[config.mk]
export PLATFORM = sky130hd
export DESIGN_NAME = axis_stereo_arbiter
export DESIGN_NICKNAME = d
export VERILOG_FILES = /design/src/rtl/axis_stereo_arbiter.sv
export SDC_FILE = /design/constraint.sdc
export NUM_CORES = 1
export LEC_CHECK = 0
export BUFFER_PORTS_ARGS = -buffer_cell sky130_fd_sc_hd__buf_2
export CORE_MARGIN = 2
export CORE_UTILIZATION = 53
export DETAILED_ROUTE_END_ITERATION = 8
export MAX_ROUTING_LAYER = met4
export PLACE_DENSITY_LB_ADDON = 0.05
export SLEW_MARGIN = 15
export SYNTH_ARGS = -nofsm -noshare
export SYNTH_HDL_FRONTEND = slang
export SYNTH_SLANG_ARGS = --single-unit
[constraint.sdc]
create_clock -name clk -period 2.5 [get_ports clk]
set_clock_uncertainty 0.1 [all_clocks]
set_input_delay 0.5 -clock clk [delete_from_list [all_inputs] [get_ports clk]]
set_output_delay 0.5 -clock clk [all_outputs]
set_load 0.005 [all_outputs]
[src/rtl/axis_stereo_arbiter.sv]
// axis_stereo_arbiter: packet-locked round-robin merge of left/right AXI-Stream sample channels
// Ports: s_l_axis_* / s_r_axis_* sample inputs, m_axis_* merged output with m_axis_tid source tag
// (0=left, 1=right), timeout_pulse strobes on a forced grant release, timeout_count saturates at 255.
// Define STEREO_PAIR_EN for strict L/R alternation; the default is work-conserving round-robin.
module axis_stereo_arbiter #(
  parameter int DATA_W   = 8,
  parameter int USER_W   = 1,
  parameter int HOLD_MAX = 255
) (
  input  logic              clk,
  input  logic              rst_n,
  input  logic [DATA_W-1:0] s_l_axis_tdata,
  input  logic              s_l_axis_tvalid,
  output logic              s_l_axis_tready,
  input  logic              s_l_axis_tlast,
  input  logic [USER_W-1:0] s_l_axis_tuser,
  input  logic [DATA_W-1:0] s_r_axis_tdata,
  input  logic              s_r_axis_tvalid,
  output logic              s_r_axis_tready,
  input  logic              s_r_axis_tlast,
  input  logic [USER_W-1:0] s_r_axis_tuser,
  output logic [DATA_W-1:0] m_axis_tdata,
  output logic              m_axis_tvalid,
  input  logic              m_axis_tready,
  output logic              m_axis_tlast,
  output logic [USER_W-1:0] m_axis_tuser,
  output logic              m_axis_tid,
  output logic              timeout_pulse,
  output logic [7:0]        timeout_count
);
  typedef enum logic [1:0] {IDLE, GRANT_L, GRANT_R} state_t;
  state_t            state_q;
  logic              last_q;
  logic [15:0]       hold_q;
  logic [DATA_W-1:0] data_q;
  logic [USER_W-1:0] user_q;
  logic              vld_q, tlast_q, tid_q, pulse_q;
  logic [7:0]        cnt_q;
  logic              out_free, sel_r, vld_x, last_x, acc, timeout, pick_r, pick_any;
  assign out_free        = !vld_q || m_axis_tready;
  assign s_l_axis_tready = state_q == GRANT_L && out_free;
  assign s_r_axis_tready = state_q == GRANT_R && out_free;
  assign sel_r   = state_q == GRANT_R;
  assign vld_x   = sel_r ? s_r_axis_tvalid : s_l_axis_tvalid;
  assign last_x  = sel_r ? s_r_axis_tlast : s_l_axis_tlast;
  assign acc     = (s_l_axis_tvalid && s_l_axis_tready) || (s_r_axis_tvalid && s_r_axis_tready);
  // only an empty granted source ages the grant; downstream backpressure never does
  assign timeout = state_q != IDLE && !vld_x && hold_q == 16'(HOLD_MAX - 1);
  assign pick_any = s_l_axis_tvalid || s_r_axis_tvalid;
`ifdef STEREO_PAIR_EN
  // strict alternation: a silent partner is granted anyway and released by the hold timer
  assign pick_r = !last_q;
`else
  assign pick_r = s_r_axis_tvalid && (!s_l_axis_tvalid || !last_q);
`endif
  always_ff @(posedge clk or negedge rst_n) begin
    if (!rst_n) begin
      state_q <= IDLE;
      last_q  <= 1'b1;
      hold_q  <= '0;
      data_q  <= '0;
      user_q  <= '0;
      vld_q   <= 1'b0;
      tlast_q <= 1'b0;
      tid_q   <= 1'b0;
      pulse_q <= 1'b0;
      cnt_q   <= '0;
    end else begin
      pulse_q <= timeout;
      if (timeout && cnt_q != 8'hff) cnt_q <= cnt_q + 8'd1;
      if (acc) begin
        data_q  <= sel_r ? s_r_axis_tdata : s_l_axis_tdata;
        user_q  <= sel_r ? s_r_axis_tuser : s_l_axis_tuser;
        tlast_q <= last_x;
        tid_q   <= sel_r;
        vld_q   <= 1'b1;
      end else if (m_axis_tready) vld_q <= 1'b0;
      if (state_q == IDLE) begin
        hold_q <= '0;
        if (pick_any) state_q <= pick_r ? GRANT_R : GRANT_L;
      end else if ((acc && last_x) || timeout) begin
        state_q <= IDLE;
        last_q  <= sel_r;
        hold_q  <= '0;
      end else if (acc) hold_q <= '0;
      else if (!vld_x) hold_q <= hold_q + 16'd1;
    end
  end
  assign m_axis_tdata  = data_q;
  assign m_axis_tvalid = vld_q;
  assign m_axis_tlast  = tlast_q;
  assign m_axis_tuser  = user_q;
  assign m_axis_tid    = tid_q;
  assign timeout_pulse = pulse_q;
  assign timeout_count = cnt_q;
endmodule

Word-level counts from Yosys, hierarchy flattened
Index checks and enable logic that the tools add are counted.
Storage, ports and cells
  register bits: 40
  input bits: 25
  output and inout port bits: 23
  word-level logic and storage cells: 57
Cells by class
  add/subtract/negate cells: 2
  eq/ne operators: 6
  mux-type cells: 14
  bitwise gates (word level): 1
  reduce and logical (&&, ||, !) cells: 24
Operators with widths (number)
  $mux W16: 4
  $add A16 B1 Y16 const B: 1
  $eq A16 B8 Y1 const B: 1
  $logic_and A1 B1 Y1: 9
  $add A8 B1 Y8 const B: 1
  $mux W2: 4
  $mux W8: 1
  $ne A8 B8 Y1 const B: 1
  $reduce_bool A2 Y1: 3
  $logic_or A1 B1 Y1: 5
  $mux W1: 5
  $logic_not A1 Y1: 4
  $ne A4 B1 Y1 const B: 1
  $reduce_and A2 Y1: 2
  $eq A2 B1 Y1 const B: 1
  $eq A2 B2 Y1 const B: 1
  $logic_not A2 Y1: 1
  $ne A2 B2 Y1 const B: 1
  $not A1 Y1: 1

Logic depth before layout (Yosys ltp)
  depth in word-level cells: 9
  gate-level depth with buffers: 8
  gate-level depth less buffers: 7

Worst setup path before layout
OpenSTA, ideal clock, no wires.
  path type: input to register
  from: input port s_r_axis_tvalid
  to: register cnt_q[2] (netlist: timeout_count[2])
  setup time: 0.125 ns
  arrival: 1.715 ns
  required time: 2.275 ns
  slack: 0.560 ns
  stages on the path: 6
  buffers on the path: 1
  cells stage by stage: and3b_1 buf_6 a2111oi_4 and4_1 nand2_1 mux2_4
Between the ends
  cells in the longest elaborated chain, start to end: 5
Ends and longest elaborated chain
  start, declared: RTL line 18  | input logic s_r_axis_tvalid,
  $mux W1: RTL line 44  | assign vld_x = sel_r ? s_r_axis_tvalid : s_l_axis_tvalid;
  $logic_not A1 Y1
  $logic_and A1 B1 Y1 (2 in series): RTL line 48  | assign timeout = state_q != IDLE && !vld_x && hold_q == 16'(HOLD_MAX - 1);
  named net timeout: RTL line 39  | logic out_free, sel_r, vld_x, last_x, acc, timeout, pick_r, pick_any;
  $logic_and A1 B1 Y1: RTL line 70  | if (timeout && cnt_q != 8'hff) cnt_q <= cnt_q + 8'd1;
  end signal, assigned: RTL line 70
  end, declared: RTL line 38  | logic [7:0] cnt_q;
The timed path passes the listed nets, and every way through them passes these cells.
A chain may end at the register's enable or synchronous reset.

Worst setup path after layout
  from: register state_q[0]
  to: output port s_r_axis_tready
Between the ends
  cells in the longest elaborated chain, start to end: 2
Ends and longest elaborated chain
  start, declared: RTL line 32  | state_t state_q;
  start signal, assigned: RTL line 80  | if (pick_any) state_q <= pick_r ? GRANT_R : GRANT_L;
  $eq A2 B2 Y1: RTL line 42  | assign s_r_axis_tready = state_q == GRANT_R && out_free;
  $logic_and A1 B1 Y1: RTL line 42
  end, declared: RTL line 19  | output logic s_r_axis_tready,
No other way between the ends.

==> flow_metrics.env <==
export IMPL_dieHeight_um=67.07
export IMPL_postSynthAreaPerCell_um2=9.583
export IMPL_cts_buffers=5
export IMPL_power_leakage_nw=1.266
export IMPL_synth_ff_latch_count=40
export IMPL_synth_cells=220
export IMPL_multi_input_area_um2=1026
export IMPL_stdcell_count=319
export IMPL_finalSetupTns_ps=0
export IMPL_path_max_fanout=9
export IMPL_io_pins=48
export IMPL_setup_slack_ps=216.1
export IMPL_cts_tree="yes"
export IMPL_synth_seq_area_share_pct=47.54
export IMPL_synth_common_cells="dfrtp_1 (39), nand2_1 (32), nor2_1 (32), xor2_1 (13), nand3_1 (10)"
export IMPL_synth_top_area_cell="dfrtp_1"
export IMPL_synthArstFlopShare_pct=100.0
export IMPL_overflow=0
export IMPL_die_area_um2=4498
export IMPL_dr_pass1_iters=4
export IMPL_yosysWarnings=0
export IMPL_final_period_utilization_pct=91.36
export IMPL_post_cts_buffers=0
export IMPL_yosysUniqueCellTypes=43
export IMPL_synth_most_common_cell="dfrtp_1"
export IMPL_grt_pass1_wl_um=7728
export IMPL_clk_path_buf_depth=2
export IMPL_drc=0
export IMPL_end_kind="output port"
export IMPL_grt_usage_pct=23.13
export IMPL_timing_fmax_mhz=437.8
export IMPL_powerDensity_nw_per_um2=571.5
export IMPL_antenna_cells=0
export IMPL_relSlewSlack_pct=41.10
export IMPL_layout_min_cycle_time_ps=2284
export IMPL_cts_root_buffer="clkbuf_8"
export IMPL_slew_violations=0
export IMPL_hpwl_um=3251
export IMPL_outcome="complete, no violations"
export IMPL_grt_pass1_vias=1726
export IMPL_synth_top_area_share_pct=46.29
export IMPL_hold_buffers=0
export IMPL_seqCellArea_um2=1002
export IMPL_post_cts_resize_count=0
export IMPL_vias=1760
export IMPL_drive_gt1_share_pct=25.46
export IMPL_fillers=332
export IMPL_worst_pin_slew_ps=883.5
export IMPL_area_delta_synth_final_pct=16.74
export IMPL_fp_dieW_um=67.07
export IMPL_final_antenna_net_count=0
export IMPL_synth_main_ff_cell="dfrtp_1"
export IMPL_ir_worst_vdd_v=0.0006186
export IMPL_cp_start_kind="register"
export IMPL_route_final_wire_length_um=4413
export IMPL_first_iter_violations=157
export IMPL_critPathKind="register to output port"
export IMPL_fin_nets=298
export IMPL_synthTopCellsByArea="dfrtp_1 (46%), nand2_1 (5.7%), nor2_1 (5.7%), xor2_1 (5.4%), a31oi_1 (2.7%)"
export IMPL_dpl_cell_count=311
export IMPL_grt_max_degree=41
export IMPL_wire_per_inst_um=13.83
export IMPL_detailedPlace_worstSlack_ps=318.1
export IMPL_maxCapViolCount=0
export IMPL_arrival_ps=1680
export IMPL_synth_nets=248
export IMPL_rsz0062_at_grt="no"
export IMPL_htree_levels=2
export IMPL_rows=22
export IMPL_synth_area_um2=2108
export IMPL_clk_pin_slew_ps=80
export IMPL_antenna_found_initial=0
export IMPL_portBuffers=47
export IMPL_viasPerCell=5.517
export IMPL_gp_congestion=0.8524
export IMPL_clock_sinks=40
export IMPL_crit_required_ps=1900
export IMPL_finalHoldViolCount=0
export IMPL_synth_edff_count=0
export IMPL_hold_path_class="primary input to asynchronous set/reset pin"
export IMPL_fin_total_pwr_mw=1.406
export IMPL_clock_latency_ps=290
export IMPL_setup_viol=0
export IMPL_core_area_um2=3744
export IMPL_initial_core_util_pct=56.32
-- routing by layer --
| layer | GRT usage [%] | up-vias | part of all wire, % |
|---|---|---|---|
| met1 | 31.42 | 846 | 48 |
| met2 | 34.90 | 44 | 46 |
| met5 | - | - | 0 |
| met3 | 4.899 | 2 | 5.7 |
| li1 | - | 868 | - |
| met4 | 6.888 | 0 | 0.34 |
-- state kept, by name (all words and copies together) (netlist names) --
name and count:
hold_q 16, m_axis_tdata 8, timeout_count 8, state_q 2, last_q 1, m_axis_tid 1, m_axis_tlast 1, m_axis_tuser 1
m_axis_tvalid 1, timeout_pulse 1
-- worst max-delay path, cell delays in order, from the launching register on --
cell      delay, ps
dfrtp_1         470
nand2b_1        390
buf_4           290
nor2_1          130
buf_2           130
-- report_power, final --
group          switching, mW  total, mW  internal, mW
sequential            0.0824      0.784         0.702
combinational          0.120      0.221         0.101
clock                  0.206      0.401         0.196
-- metrics by stage --
stage	instance area [µm²]	hold slack (ps)	util (%)
floorplan	2108	104.4	-
global placement	2380	373.8	63.57
detailed placement	2380	385.8	63.57
CTS	2461	264.4	65.74
global route	2461	301.8	65.74
finish	2461	237.4	65.74
-- path summary, 6_finish.rpt --
check                                        from               end  slack, ps  cells past startpoint
worst max-delay path                   state_q[0]   s_r_axis_tready        220                      4
worst min-delay path                        rst_n   m_axis_tdata[3]        240                      1
worst max register to register         state_q[0]  timeout_count[2]        340                      5
worst min register to register   timeout_count[5]  timeout_count[5]        390                      1
max in group asynchronous                   rst_n         hold_q[8]       1510                      1
min in group clk                s_r_axis_tdata[0]   m_axis_tdata[0]        360                      3
-- final cells by class --
class	count	share of cell area (%)
clock buffers	7	3.101
clock inverters	1	0.2034
well taps	48	2.440
flip-flops and latches	40	40.72
repair buffers	51	10.78
multi-input cells	165	41.69
inverters	7	1.068
-- kinds of logic after synthesis --
family	Yosys count	synth area share (%)
AO/OA/AOI/OAI	30	11.63
XOR/XNOR	16	6.647
adder cells (fa/ha/maj)	3	1.781
buffers and inverters	15	3.798
flip-flops	40	47.54
multiplexers	4	2.255
AND/OR/NAND/NOR	112	26.35
-- cells in the final DEF (no fill, tap or decap), types with 5 or more instances in the layout --
cell type  instances
clkbuf_8           5
nand3_1           10
buf_2             47
inv_1              7
nand4_1            5
nor3_1             5
a31oi_1            9
dfrtp_1           39
nor2_1            32
and3_1             6
nand2_1           32
xor2_1            13
a21oi_1            6
(Power assumes the default switching activity.)
